===== src/rtl/bitonic_out_serializer.sv =====
// bitonic_out_serializer
// Captures one sorted N-word vector through a valid/ready handshake and
// streams it out one W-bit word per beat, ascending or descending by word
// index as selected by in_dir at capture time.
// Optional feature macro: BITONIC_SER_DBUF_EN adds a one-vector holding
// register so a second vector can be accepted while the first drains,
// giving back-to-back vectors with no idle cycle.
module bitonic_out_serializer #(
    parameter int W = 16,
    parameter int N = 4
) (
    input  logic                   clk,
    input  logic                   rst,
    input  logic                   in_valid,
    output logic                   in_ready,
    input  logic [N*W-1:0]         in_data,
    input  logic                   in_dir,
    output logic                   out_valid,
    input  logic                   out_ready,
    output logic [W-1:0]           out_data,
    output logic [$clog2(N)-1:0]   out_idx,
    output logic                   out_last
);

    localparam int IW = $clog2(N);
    localparam logic [IW-1:0] IDX_MAX = IW'(N - 1);

    typedef enum logic {
        IDLE  = 1'b0,
        DRAIN = 1'b1
    } state_t;

    state_t             state_q, state_d;
    logic [N*W-1:0]     work_q, work_d;
    logic               dir_q, dir_d;
    logic [IW-1:0]      idx_q, idx_d;

`ifdef BITONIC_SER_DBUF_EN
    logic [N*W-1:0]     hold_q, hold_d;
    logic               hold_dir_q, hold_dir_d;
    logic               hold_full_q, hold_full_d;
`endif

    logic               accept;
    logic               beat;
    logic               last_word;
    logic [W-1:0]       work_words [N];

    // First index of a vector depends only on its emit direction.
    function automatic logic [IW-1:0] start_idx(input logic dir);
        return dir ? IDX_MAX : '0;
    endfunction

    // Slice the work register into addressable words.
    for (genvar gi = 0; gi < N; gi++) begin : g_words
        assign work_words[gi] = work_q[gi*W +: W];
    end

    // Handshake and output decode; everything here is from registered state
    // except in_ready's forced-low during reset.
    always_comb begin
        out_valid = (state_q == DRAIN);
        last_word = dir_q ? (idx_q == '0) : (idx_q == IDX_MAX);
        out_last  = out_valid & last_word;
        out_data  = work_words[idx_q];
        out_idx   = idx_q;
`ifdef BITONIC_SER_DBUF_EN
        in_ready  = !rst && !hold_full_q;
`else
        in_ready  = !rst && (state_q == IDLE);
`endif
        accept    = in_valid & in_ready;
        beat      = out_valid & out_ready;
    end

    // Next-state logic: capture, step the word index, and end/restart vectors.
    always_comb begin
        state_d = state_q;
        work_d  = work_q;
        dir_d   = dir_q;
        idx_d   = idx_q;
`ifdef BITONIC_SER_DBUF_EN
        hold_d      = hold_q;
        hold_dir_d  = hold_dir_q;
        hold_full_d = hold_full_q;
`endif
        case (state_q)
            IDLE: begin
                if (accept) begin
                    work_d  = in_data;
                    dir_d   = in_dir;
                    idx_d   = start_idx(in_dir);
                    state_d = DRAIN;
                end
            end
            DRAIN: begin
`ifdef BITONIC_SER_DBUF_EN
                // A vector arriving mid-drain parks in the holding register,
                // unless the current vector ends on this very edge, in which
                // case it goes straight to the work register below.
                if (accept && !(beat && last_word)) begin
                    hold_d      = in_data;
                    hold_dir_d  = in_dir;
                    hold_full_d = 1'b1;
                end
`endif
                if (beat) begin
                    if (!last_word) begin
                        idx_d = dir_q ? (idx_q - 1'b1) : (idx_q + 1'b1);
                    end else begin
`ifdef BITONIC_SER_DBUF_EN
                        if (hold_full_q) begin
                            work_d      = hold_q;
                            dir_d       = hold_dir_q;
                            idx_d       = start_idx(hold_dir_q);
                            hold_full_d = 1'b0;
                        end else if (accept) begin
                            work_d = in_data;
                            dir_d  = in_dir;
                            idx_d  = start_idx(in_dir);
                        end else begin
                            state_d = IDLE;
                        end
`else
                        state_d = IDLE;
`endif
                    end
                end
            end
            default: state_d = IDLE;
        endcase
    end

    // State registers with synchronous reset; a draining vector is dropped.
    always_ff @(posedge clk) begin
        if (rst) begin
            state_q <= IDLE;
            work_q  <= '0;
            dir_q   <= 1'b0;
            idx_q   <= '0;
`ifdef BITONIC_SER_DBUF_EN
            hold_q      <= '0;
            hold_dir_q  <= 1'b0;
            hold_full_q <= 1'b0;
`endif
        end else begin
            state_q <= state_d;
            work_q  <= work_d;
            dir_q   <= dir_d;
            idx_q   <= idx_d;
`ifdef BITONIC_SER_DBUF_EN
            hold_q      <= hold_d;
            hold_dir_q  <= hold_dir_d;
            hold_full_q <= hold_full_d;
`endif
        end
    end

endmodule


===== config.mk =====
export PLATFORM = sky130hd
export DESIGN_NAME = bitonic_out_serializer
export DESIGN_NICKNAME = d
export VERILOG_FILES = /design/src/rtl/bitonic_out_serializer.sv
export SDC_FILE = /design/constraint.sdc
export NUM_CORES = 1
export LEC_CHECK = 0
export ABC_CLOCK_PERIOD_IN_PS = 1900
export BUFFER_PORTS_ARGS = -buffer_cell sky130_fd_sc_hd__buf_2
export CAP_MARGIN = 30
export CORE_MARGIN = 5
export CORE_UTILIZATION = 55
export DETAILED_ROUTE_END_ITERATION = 7
export PLACE_DENSITY_LB_ADDON = 0.05
export REMOVE_ABC_BUFFERS = 1
export SLEW_MARGIN = 25
export SYNTH_ARGS = -nofsm -noshare
export SYNTH_HDL_FRONTEND = slang
export SYNTH_SLANG_ARGS = --single-unit

===== constraint.sdc =====
create_clock -name clk -period 1.9 [get_ports clk]
set_input_delay 0.095 -clock clk [delete_from_list [all_inputs] [get_ports clk]]
set_output_delay 0.095 -clock clk [all_outputs]
set_load 0.1 [all_outputs]

== Word-level counts from Yosys, hierarchy flattened ==
Index checks and enable logic that the tools add are counted.

* $add $sub $neg: 2
* $lt $le $gt $ge: 1
* Equal/unequal tests: 4
* Multiplexer cells: 14
* Bitwise logic cells: 5
* Reductions and logical operators: 5

{| class="wikitable"
|+ Operators with widths
! kind !! count
|-
| 16-bit binary-select mux with 2-bit select || 1
|-
| 16-bit two-way mux || 2
|-
| 2-bit two-way mux || 5
|-
| 1-bit two-way mux || 4
|-
| 2-bit inequality test (second input constant) || 2
|-
| 2-bit one-hot mux with 2 select lines || 1
|-
| 1-bit bitwise AND || 3
|-
| 3-bit greater-or-equal comparator (second input constant) || 1
|-
| 2-bit NOT with 3-bit output || 1
|-
| 3-bit AND reduction || 1
|-
| 2-bit by 1-bit adder with 2-bit output (second input constant) || 1
|-
| 2-bit == test (second input constant) || 1
|-
| 2-bit logical NOT || 1
|-
| 2-bit by 1-bit inequality test with 1-bit output (second input constant) || 1
|-
| 1-bit one-hot mux with 2 select lines || 1
|-
| 2-bit AND reduction || 1
|-
| 2-bit by 1-bit subtractor with 2-bit output (second input constant) || 1
|-
| 1-bit logical AND || 1
|-
| 1-bit logical NOT || 1
|-
| 1-bit NOT || 1
|}

* Flip-flop bits (word level): 68
* Input bits: 69

== Depth between registers and ports, before layout ==
* Depth in word-level cells: 5
* Mapped depth: 7
* Depth with buffers taken out: 3

== Worst setup path after synthesis ==
OpenSTA, ideal clock, no wires.

* Path type: reg2out
* Start: register idx_q[0] (netlist: out_idx[0])
* End: output out_last
* Arrival time: 2.371 ns
* Required time: 1.805 ns
* Setup slack: -0.566 ns
* Cell stages (with the launch flop): 6
* Buffers on the path: 2
* Cell sequence: dfxtp_1 > buf_2 > buf_2 > nand3b_1 > o21ai_0 > and2_1

* Cells in the longest elaborated chain, start to end: 3

{| class="wikitable"
|+ RTL lines
! element !! line !! text
|-
| start: declaration || 36 || <nowiki>logic [IW-1:0] idx_q, idx_d;</nowiki>
|-
| start signal: assignment || 150 || <nowiki>idx_q <= idx_d;</nowiki>
|-
| 2-bit == test or 2-bit logical NOT (tied branches) || 63 || <nowiki>last_word = dir_q ? (idx_q == '0) : (idx_q == IDX_MAX);</nowiki>
|-
| 1-bit two-way mux (*) || 63 ||
|-
| 1-bit bitwise AND (*) || 64 || <nowiki>out_last = out_valid & last_word;</nowiki>
|-
| end: declaration || 22 || <nowiki>output logic out_last</nowiki>
|}

Every way passes the cells marked *; elsewhere a longest branch is shown, timed or not.

== Worst setup path in the final report ==
* Start: register idx_q[0] (netlist: out_idx[0])
* End: output out_data[0]

* Cells in the longest elaborated chain, start to end: 4

{| class="wikitable"
|+ RTL lines
! element !! line !! text
|-
| 2-bit NOT with 3-bit output (not written as such) || 65 || <nowiki>out_data = work_words[idx_q];</nowiki>
|-
| 16-bit binary-select mux with 2-bit select || 65 ||
|-
| 16-bit two-way mux (not written as such) (2 in series) || 65 ||
|-
| end: declaration || 20 || <nowiki>output logic [W-1:0] out_data,</nowiki>
|}

Every way passes these cells. The select of a mux whose other input is x is not followed.

==> flow_metrics.env <==
export IMPL_num_io_pins=90
export IMPL_r2r_cells=3
export IMPL_cts_buffers=9
export IMPL_cp_max_fo=12
export IMPL_ys_ff_latch=68
export IMPL_whs_ns=0.0312
export IMPL_skew_ns=0.00618
export IMPL_drt_iter0_markers=126
export IMPL_worst_path_buf_inv=2
export IMPL_required_ns=1.80
export IMPL_synth_commonest_cells="dfxtp_1, nand2b_1, nand2_1"
export IMPL_start_util_pct=55.9
export IMPL_place_hpwl_um=4290
export IMPL_cts_tree="done"
export IMPL_r2r_start="out_valid"
export IMPL_hp_class="in2reg"
export IMPL_fin_crit_sh_pct=95.3
export IMPL_period_minus_slack_ns=1.81
export IMPL_cp_cell_sequence="buf_6 -> mux4_2 -> clkbuf_4"
export IMPL_fp_dieW_um=84.6
export IMPL_rsz0062_at_grt="no"
export IMPL_remaining_drc_errors=0
export IMPL_hold_viol=0
export IMPL_critPathKind="reg2out"
export IMPL_ir_drop_mv=0.561
export IMPL_max_freq_mhz=553
export IMPL_fin_nets=540
export IMPL_yosysWarnings=0
export IMPL_antenna_found_initial=0
export IMPL_fp_row_count=27
export IMPL_avgViaCountPerCell=4.95
export IMPL_wl_um=7450
export IMPL_grt_max_degree=95
export IMPL_worstHoldEndpoint="out_idx[1]"
export IMPL_clock_sinks=68
export IMPL_synth_area_leaders="dfxtp_1, nand2b_1, mux4_2, o21ai_0, nand2_1"
export IMPL_syn2layout_area_growth_pct=44.9
export IMPL_synth_ff_type="dfxtp_1"
export IMPL_ant_nets=0
export IMPL_overflow=0
export IMPL_ys_seq_area_share_pct=44.5
export IMPL_num_vias=2709
export IMPL_cpLargestDelayFamily="multiplexers"
export IMPL_drv_cap=0
export IMPL_ys_async_sr_fraction_pct=0
export IMPL_path_clk_slew_ns=0.07
export IMPL_core_sq_um=5470
export IMPL_cp_end_kind="output port"
export IMPL_grt_pass1_wl_um=12500
export IMPL_drt_pass1_iter_count=5
export IMPL_grt_pass1_vias=2839
export IMPL_worst_path_max_delay_cell="mux4_2"
export IMPL_cts_max_level=3
export IMPL_min_delay_start="in_dir"
export IMPL_syn_area_sq_um=3060
export IMPL_tns_ns=0
export IMPL_whs_path_depth=3
export IMPL_cp_slowest_stage_delay_ns=0.53
export IMPL_diodes=0
export IMPL_grt_usage_pct=21.5
export IMPL_critPathLaunchType="flip-flop"
export IMPL_worst_slew_pin_slew_ns=0.521
export IMPL_syn_area_per_cell_sq_um=9.36
export IMPL_synth_edf_count=0
export IMPL_yosysUniqueCellTypes=26
export IMPL_finalSetupViolCount=0
export IMPL_r2r_end="work_q[1]"
export IMPL_status="completed"
export IMPL_critPathArrivalTime_ns=1.71
export IMPL_drive_above_1_share_pct=27.2
export IMPL_ctsLongestPathBuffers=2
export IMPL_max_slew_margin_rel_pct=65.2
export IMPL_port_buffers=89
export IMPL_die_area_sq_um=7160
export IMPL_r2r_slack_ns=0.51
export IMPL_clk_latency_ns=0.34
export IMPL_post_synth_top_count_cell="dfxtp_1"
export IMPL_wire_per_inst_um=13.6
export IMPL_p_leak_nw=1.77
export IMPL_die_h_um=84.6
export IMPL_synth_cells=327
export IMPL_cts_root_buf="clkbuf_8"
export IMPL_yosysTopAreaCellShare_pct=44.5
export IMPL_slew_violations=0
export IMPL_power_density_nw_per_um2=835
export IMPL_synth_largest_area_cell="dfxtp_1"
export IMPL_globalplace_congestion=0.716
==> power by group <==
group	switching, mW	internal, mW
registers	0.0576	1.53
logic	0.589	0.395
clock network	0.499	0.634
total	1.14	2.56
==> logic make-up (layout without fill, tap and decap cells) <==
group	Yosys count	in the layout	synth area share (%)
flops	68	68	44.5
mux	18	18	12.4
compound gates	73	73	13.2
simple gates	139	139	23.1
buf+inv	29	177	6.70
==> per-stage QoR <==
| stage | cells | area, sq um | util (%) | power [mW] | worst slack [ns] |
|---|---|---|---|---|---|
| after CTS | 547 | 4410 | 80.7 | 3.71 | 0.0181 |
| after floorplan | 300 | 2860 | - | 2.22 | -2.79 |
| after global placement | 468 | 3590 | 65.6 | 2.47 | 0.396 |
| final | 547 | 4440 | 81.0 | 3.70 | 0.0902 |
| after global routing | 547 | 4440 | 81.0 | 3.87 | 0.00751 |
| after detailed placement | 468 | 3590 | 65.6 | 2.48 | 0.401 |
==> final cells by class <==
type | count | area, sq um
Multi-Input combinational cell | 230 | 1500
Timing Repair Buffer | 160 | 1290
Tap cell | 72 | 90.1
Clock buffer | 13 | 149
Inverter | 2 | 7.51
Sequential cell | 68 | 1360
Fill cell | 363 | 1040
Clock inverter | 2 | 35.0
==> flip-flops by register name, indices dropped and copies added, names as in the netlist <==
| name | flops |
|---|---|
| out_idx | 2 |
| work_q | 64 |
| out_valid | 1 |
| dir_q | 1 |
==> layer usage <==
layer / track usage, % / part of all wire, % / vias to the layer above
met2: 38.1 / 52 / 59
met5: 0 / 0 / -
met4: 6.91 / 1.5 / 0
li1: - / - / 1392
met1: 24.2 / 41 / 1245
met3: 7.36 / 5.6 / 13
==> timing repair <==
item	CTS	global route
hold buffers	64	0
endpoints found under the setup margin	0	8
buffers inserted	0	0
hold endpoints to repair	64	0
resized for setup	0	13
==> worst max path at each step <==
stage | slack [ns] | from | cells after the start | end
after floorplan | -2.79 | out_valid | 2 | work_q[0]
after global placement | 0.40 | out_idx[0] | 3 | out_data[9]
after detailed placement | 0.40 | out_idx[0] | 3 | out_data[9]
after CTS | 0.02 | out_idx[0] | 3 | out_data[9]
after global routing | 0.008 | out_idx[0] | 5 | out_last
final | 0.09 | out_idx[0] | 3 | out_data[0]
==> worst reg2reg max path, stage by stage, from the launching register on <==
cell and delay, ns:
dfxtp_1 0.43, nor3b_4 0.29, buf_12 0.32, o21ai_0 0.22
==> placed cells by master (no fill, tap or decap), types with 3 or more instances in the layout <==
master	n
clkbuf_1	3
nand2b_1	65
buf_4	10
nor2b_1	3
o21ai_0	63
dlygate4sd3_1	64
buf_12	9
nor2_1	3
mux4_2	16
nand2_1	64
clkbuf_8	10
dfxtp_1	68
buf_2	74
No activity file was read; power rests on OpenSTA's default activity.
